==> src/rtl/bp_cfg_responder.sv <==
// Configuration-bus endpoint for one tile.
// Accepts commands addressed to this tile's core ID and applies writes to the
// tile control registers (freeze, start PC, cache/CCE modes). Reads return a
// register value over a valid/yumi response channel. Commands for other tiles
// are consumed and dropped.
module bp_cfg_responder #(
  parameter int unsigned cfg_core_width_p = 8,
  parameter int unsigned cfg_addr_width_p = 16,
  parameter int unsigned cfg_data_width_p = 64,
  parameter int unsigned vaddr_width_p    = 39,
  parameter logic [vaddr_width_p-1:0] npc_reset_p = 39'h00_8000_0000
) (
  input  logic                        clk_i,
  input  logic                        reset_i,
  input  logic [cfg_core_width_p-1:0] my_core_id_i,

  input  logic                        cfg_v_i,
  input  logic                        cfg_w_v_i,
  input  logic [cfg_core_width_p-1:0] cfg_core_i,
  input  logic [cfg_addr_width_p-1:0] cfg_addr_i,
  input  logic [cfg_data_width_p-1:0] cfg_data_i,
  output logic                        cfg_ready_o,

  output logic                        cfg_resp_v_o,
  output logic [cfg_data_width_p-1:0] cfg_resp_data_o,
  input  logic                        cfg_resp_yumi_i,

  output logic                        freeze_o,
  output logic [vaddr_width_p-1:0]    npc_o,
  output logic                        npc_w_v_o,
  output logic                        icache_mode_o,
  output logic                        dcache_mode_o,
  output logic                        cce_mode_o
);

  // Two-state handshake FSM: READY takes commands, RESP holds a read result.
  localparam logic [0:0] READY = 1'b0;
  localparam logic [0:0] RESP  = 1'b1;

  // Register map.
  localparam logic [cfg_addr_width_p-1:0] ADDR_FREEZE  = cfg_addr_width_p'(1);
  localparam logic [cfg_addr_width_p-1:0] ADDR_NPC     = cfg_addr_width_p'(2);
  localparam logic [cfg_addr_width_p-1:0] ADDR_MODE0   = cfg_addr_width_p'(4);
  localparam logic [cfg_addr_width_p-1:0] ADDR_CORE_ID = cfg_addr_width_p'(7);
  localparam logic [cfg_addr_width_p-1:0] ADDR_CMD_CNT = cfg_addr_width_p'(8);

  localparam int unsigned CNT_W    = 16;
  localparam int unsigned N_MODES  = 3;

  logic [0:0]                  state_reg, state_next;
  logic                        accept, match, wr_hit, rd_hit;
  logic                        freeze_reg;
  logic [vaddr_width_p-1:0]    npc_reg;
  logic                        npc_w_v_reg;
  logic [N_MODES-1:0]          mode_reg;
  logic [CNT_W-1:0]            cmd_cnt_reg;
  logic [cfg_data_width_p-1:0] resp_data_reg;
  logic [cfg_data_width_p-1:0] rd_data;

  // Write data above the npc width never reaches any register.
  logic unused_data_bits;
  assign unused_data_bits = &{1'b0, cfg_data_i[cfg_data_width_p-1:vaddr_width_p]};

  assign accept = cfg_v_i & (state_reg == READY);
  assign match  = accept & (cfg_core_i == my_core_id_i);
  assign wr_hit = match & cfg_w_v_i;
  assign rd_hit = match & ~cfg_w_v_i;

  // Next state: a matching read parks in RESP until the response is consumed.
  always_comb begin
    state_next = state_reg;
    case (state_reg)
      READY:   if (rd_hit) state_next = RESP;
      RESP:    if (cfg_resp_yumi_i) state_next = READY;
      default: state_next = READY;
    endcase
  end

  // State register.
  always_ff @(posedge clk_i or posedge reset_i) begin
    if (reset_i) state_reg <= READY;
    else         state_reg <= state_next;
  end

  // Read mux: unlisted addresses return zero, narrow fields are zero-extended.
  always_comb begin
    rd_data = '0;
    case (cfg_addr_i)
      ADDR_FREEZE:  rd_data[0] = freeze_reg;
      ADDR_NPC:     rd_data[vaddr_width_p-1:0] = npc_reg;
      ADDR_CORE_ID: rd_data[cfg_core_width_p-1:0] = my_core_id_i;
      ADDR_CMD_CNT: rd_data[CNT_W-1:0] = cmd_cnt_reg;
      default: begin
        for (int i = 0; i < int'(N_MODES); i++) begin
          if (cfg_addr_i == ADDR_MODE0 + cfg_addr_width_p'(i)) rd_data[0] = mode_reg[i];
        end
      end
    endcase
  end

  // Response data is captured at acceptance and held for the whole RESP state.
  always_ff @(posedge clk_i or posedge reset_i) begin
    if (reset_i)     resp_data_reg <= '0;
    else if (rd_hit) resp_data_reg <= rd_data;
  end

  // Freeze defaults on so the core stays held until software releases it.
  always_ff @(posedge clk_i or posedge reset_i) begin
    if (reset_i)                                freeze_reg <= 1'b1;
    else if (wr_hit && cfg_addr_i == ADDR_FREEZE) freeze_reg <= cfg_data_i[0];
  end

  // Start PC, truncated to the virtual address width.
  always_ff @(posedge clk_i or posedge reset_i) begin
    if (reset_i)                               npc_reg <= npc_reset_p;
    else if (wr_hit && cfg_addr_i == ADDR_NPC) npc_reg <= cfg_data_i[vaddr_width_p-1:0];
  end

  // One-cycle strobe telling the core a new start PC was written.
  always_ff @(posedge clk_i or posedge reset_i) begin
    if (reset_i) npc_w_v_reg <= 1'b0;
    else         npc_w_v_reg <= wr_hit && (cfg_addr_i == ADDR_NPC);
  end

  // Mode bits live at consecutive addresses: icache, dcache, cce.
  for (genvar gi = 0; gi < int'(N_MODES); gi++) begin : g_mode
    localparam logic [cfg_addr_width_p-1:0] ADDR_THIS = ADDR_MODE0 + cfg_addr_width_p'(gi);
    // Single mode bit register.
    always_ff @(posedge clk_i or posedge reset_i) begin
      if (reset_i)                                mode_reg[gi] <= 1'b0;
      else if (wr_hit && cfg_addr_i == ADDR_THIS) mode_reg[gi] <= cfg_data_i[0];
    end
  end

  // Count every matching accepted command, saturating; a read of the counter
  // sees the value from before its own increment.
  always_ff @(posedge clk_i or posedge reset_i) begin
    if (reset_i)                              cmd_cnt_reg <= '0;
    else if (match && cmd_cnt_reg != '1)      cmd_cnt_reg <= cmd_cnt_reg + CNT_W'(1);
  end

  assign cfg_ready_o     = (state_reg == READY);
  assign cfg_resp_v_o    = (state_reg == RESP);
  assign cfg_resp_data_o = resp_data_reg;
  assign freeze_o        = freeze_reg;
  assign npc_o           = npc_reg;
  assign npc_w_v_o       = npc_w_v_reg;
  assign icache_mode_o   = mode_reg[0];
  assign dcache_mode_o   = mode_reg[1];
  assign cce_mode_o      = mode_reg[2];

endmodule

==> config.mk <==
export PLATFORM = sky130hd
export DESIGN_NAME = bp_cfg_responder
export DESIGN_NICKNAME = d
export VERILOG_FILES = /design/src/rtl/bp_cfg_responder.sv
export SDC_FILE = /design/constraint.sdc
export NUM_CORES = 1
export LEC_CHECK = 0
export BUFFER_PORTS_ARGS = -buffer_cell sky130_fd_sc_hd__buf_4
export CAP_MARGIN = 20
export CORE_UTILIZATION = 27
export DETAILED_ROUTE_END_ITERATION = 16
export GPL_ROUTABILITY_DRIVEN = 0
export PLACE_DENSITY = 0.47
export SYNTH_ARGS = -nofsm -noshare
export SYNTH_HDL_FRONTEND = slang
export SYNTH_SLANG_ARGS = --single-unit
==> constraint.sdc <==
create_clock -name clk_i -period 4.7 [get_ports clk_i]
set_input_delay 0.94 -clock clk_i [delete_from_list [all_inputs] [get_ports clk_i]]
set_output_delay 0.94 -clock clk_i [all_outputs]
set_load 0.005 [all_outputs]
==> flow_summary_export.csv <==
group,metric,value,unit
place,portBuffers,160,
yosys,async_flop_share,1.000,
cts,clk_latency,350,ps
status,status,"finished clean",
sta,clock_skew,7.522,ps
hold_path,holdPathStages,2,
power,p_int,1.277,mW
global_route,grt_busiest_layer,"met2",
worst_setup_path,cp_slowest_cell,"nand3_2",
power,seqPwrFrac,0.518,
cts,cts_tree,"done",
sta,hold_violations,0,
cells_and_area,num-fill-cells,1722,
drt,vias,3641,
sta,period_minus_slack,3223,ps
global_route,grt.overflow.total,0,
yosys,ys.warnings.count,0,
sta,fin_setup_tns,0,ps
worst_setup_path,critPathMaxFanout,27,
cells_and_area,multi_input_area,1982,um^2
cts,clock-sinks,100,
cts,hold_buffers,0,
global_route,grt_pass1_wl,20000,um
yosys,synth_area,4703,um^2
die,ioPinCount,211,
sta,postLayoutSetupSlackWorst,1477,ps
cells_and_area,design_area,6314,um^2
sta,fin_crit_sh,0.6856,
cells_and_area,area_delta_synth_final,34.24,%
global_route,met1_usage,0.1936,
power,p_sw,392.7,uW
cts,clock_path_buffers,2,
sta,setup-violations-final,0,
drt,drc,0,
global_route,use_met3,0.03893,
cts,cts_resized,0,
power,swShare,0.2352,
global_route,grt_max_degree,70,
drt,wl_per_cell,15.63,um
sta,worstMarginPinSlew,888.3,ps
drt,dr.pass1.iters,5,
sta,slew_headroom,0.4078,
global_route,grt_pass1_vias,3616,
worst_setup_path,cp-startpoint,"cfg_addr_i[6]",
flow_run,maxCapViolations,0,
worst_setup_path,cpMostUsedCell,"buf_4",
worst_setup_path,worst-r2r-setup-slack,2110,ps
worst_setup_path,cp_cell_sequence,"buf_4 > nor4_2 > nand3_2 > nor4b_4 > buf_4 > nand3_2 > buf_4 > mux2_2",
cells_and_area,layout_commonest_cell,"buf_4",
global_route,grt_use_met2,0.2268,
power,pwr-share-comb,0.065,
hold_path,hp-start,"cfg_resp_data_o[28]$_DFFE_PP0P_",
sta,timing.fmax,310.3,MHz
power,peakVddDrop,0.1671,mV
cts,htreeDepth,3,
global_route,antenna_found_initial,0,
die,die_height,134.0,um
drt,via_per_inst,4.534,
yosys,yosysUniqueCellTypes,43,
sta,rsz0062_at_grt,"false",
cts,clk_pin_slew_worst_paths,70,ps
drt,drt.antenna.violating_nets,0,
die,core,16820,um^2
place,place_area,6037,um^2
cts,cts_inserted_buffers,9,
worst_setup_path,critPathMaxStageDelay,480,ps
worst_setup_path,cp.required,4930,ps
cells_and_area,layout_common_cells,"167 x buf_4, 98 x dfrtp_1, 66 x nand2_1, 40 x o21ai_0, 34 x mux2_2",
yosys,synth_edf_count,0,
die,initial_core_util,0.2796,
global_route,grt_use_total,0.1444,
drt,drt_iter0_markers,129,
power,leakagePower,3.095,nW
worst_setup_path,crit_type,"in -> reg",
worst_setup_path,r2r_cells,7,
worst_setup_path,reg2reg_from,"cfg_resp_v_o$_DFF_PP0_",
die,core.rowCount,47,
place,place.detailed.hpwl,9127,um
die,fp.dieArea,17950,um^2
cts,cts-root-buf,"clkbuf_16",
cells_and_area,postLayoutCoreUtil,0.3754,
die,die_w,134.0,um
yosys,ys_ff_latch,100,
cells_and_area,regArea,2505,um^2
yosys,synthCells,426,
sta,drv_slew,0,
place,dpl_worst_slack,1050,ps
cells_and_area,n_antenna_cell,0,
power,powerDensity,264.5,nW/um^2
cells_and_area,fin_nets,680,
yosys,ys_seq_area_frac,0.5326,
cts,post_cts_buffers,0,
worst_setup_path,startpoint_type,"input pin",
yosys,synth-main-ff-cell,"dfrtp_1",
yosys,syn_avg_cell_area,11.04,um^2
power,clkPwrFrac,0.418,
hold_path,min_path_type,"reg -> reg",
worst_setup_path,cp-end-kind,"flop",
worst_setup_path,cp_data_arrival_time,3460,ps
cells_and_area,drive_gt1_frac,0.4117,
drt,routed_wirelength,12550,um
## kinds of logic after synthesis
kind of cell | count (synthesis) | share of synthesized area
adder cells (fa/ha/maj) | 1 | 0.002660
XOR/XNOR | 20 | 0.03724
flip-flops | 100 | 0.5326
AND/OR/NAND/NOR | 131 | 0.1522
multiplexers | 44 | 0.1133
AO/OA/AOI/OAI | 74 | 0.09311
other | 1 | 0.0007973
buffers and inverters | 55 | 0.06810
## critical path, delay by kind of cell
family                 cells  cell delay [ps]
AND/OR/NAND/NOR            4             1290
buffers and inverters      3              870
multiplexers               1              320
## per-stage QoR
step	hold WS (ps)	total power, mW	std cells
2_1_floorplan	460.5	0.9381	450
3_5_place_dp	472.2	0.9905	787
5_1_grt	515.6	1.748	803
4_1_cts	488.0	1.703	803
3_3_place_gp	465.6	0.9885	787
6_report	483.3	1.670	803
## cells in the mapped netlist, types with 2 or more instances
library cell / count / share of area
buf_2: 4 / 0.0043
a22oi_1: 9 / 0.014
clkbuf_1: 19 / 0.015
nor4_2: 3 / 0.0080
nor2_1: 2 / 0.0016
xnor2_1: 20 / 0.037
a21oi_1: 11 / 0.012
nor4b_1: 2 / 0.0037
a22o_1: 7 / 0.013
inv_1: 5 / 0.0040
buf_6: 2 / 0.0048
dfrtp_1: 98 / 0.52
mux2_2: 34 / 0.081
nand2_1: 66 / 0.053
dfstp_2: 2 / 0.011
mux2_4: 10 / 0.032
nand4_1: 15 / 0.020
nand3_2: 2 / 0.0043
o211ai_1: 2 / 0.0032
nand3b_1: 2 / 0.0032
nand3_1: 6 / 0.0064
buf_4: 25 / 0.040
o21ai_0: 40 / 0.043
nor2b_1: 4 / 0.0053
o31ai_1: 2 / 0.0032
and3_1: 8 / 0.011
nand2b_1: 8 / 0.011
nor4_1: 2 / 0.0027
and4_1: 2 / 0.0037
## worst paths after layout
kind | end
worst min-delay path | cfg_resp_data_o[28]$_DFFE_PP0P_
worst max-delay path | npc_o[23]$_DFFE_PP0P_
worst max register to register | npc_o[23]$_DFFE_PP0P_
min in group asynchronous | npc_o[18]$_DFFE_PP0P_
worst min register to register | cfg_resp_data_o[28]$_DFFE_PP0P_
max in group asynchronous | npc_o[31]$_DFFE_PP1P_
## per-layer routing
metal	vias to the layer above	share of wire	wire, um
li1	1744	-	-
met2	130	0.46	5828
met3	8	0.058	723
met4	0	0.012	147
met1	1759	0.47	5848
met5	-	0	0
## power groups by stage
stage	combinational, mW	sequential (mW)	clock [mW]
2_1_floorplan	0.0576	0.880	0
3_3_place_gp	0.107	0.881	0
3_5_place_dp	0.109	0.881	0
4_1_cts	0.110	0.864	0.730
5_1_grt	0.121	0.864	0.763
6_report	0.108	0.864	0.698
## layout make-up
type / instances / area share
Inverter: 5 / 0.003369
Clock buffer: 9 / 0.03567
Sequential cell: 100 / 0.3967
Tap cell: 220 / 0.04360
Clock inverter: 7 / 0.008125
Multi-Input combinational cell: 295 / 0.3139
Timing Repair Buffer: 167 / 0.1986
No activity file was read; power rests on OpenSTA's default activity.
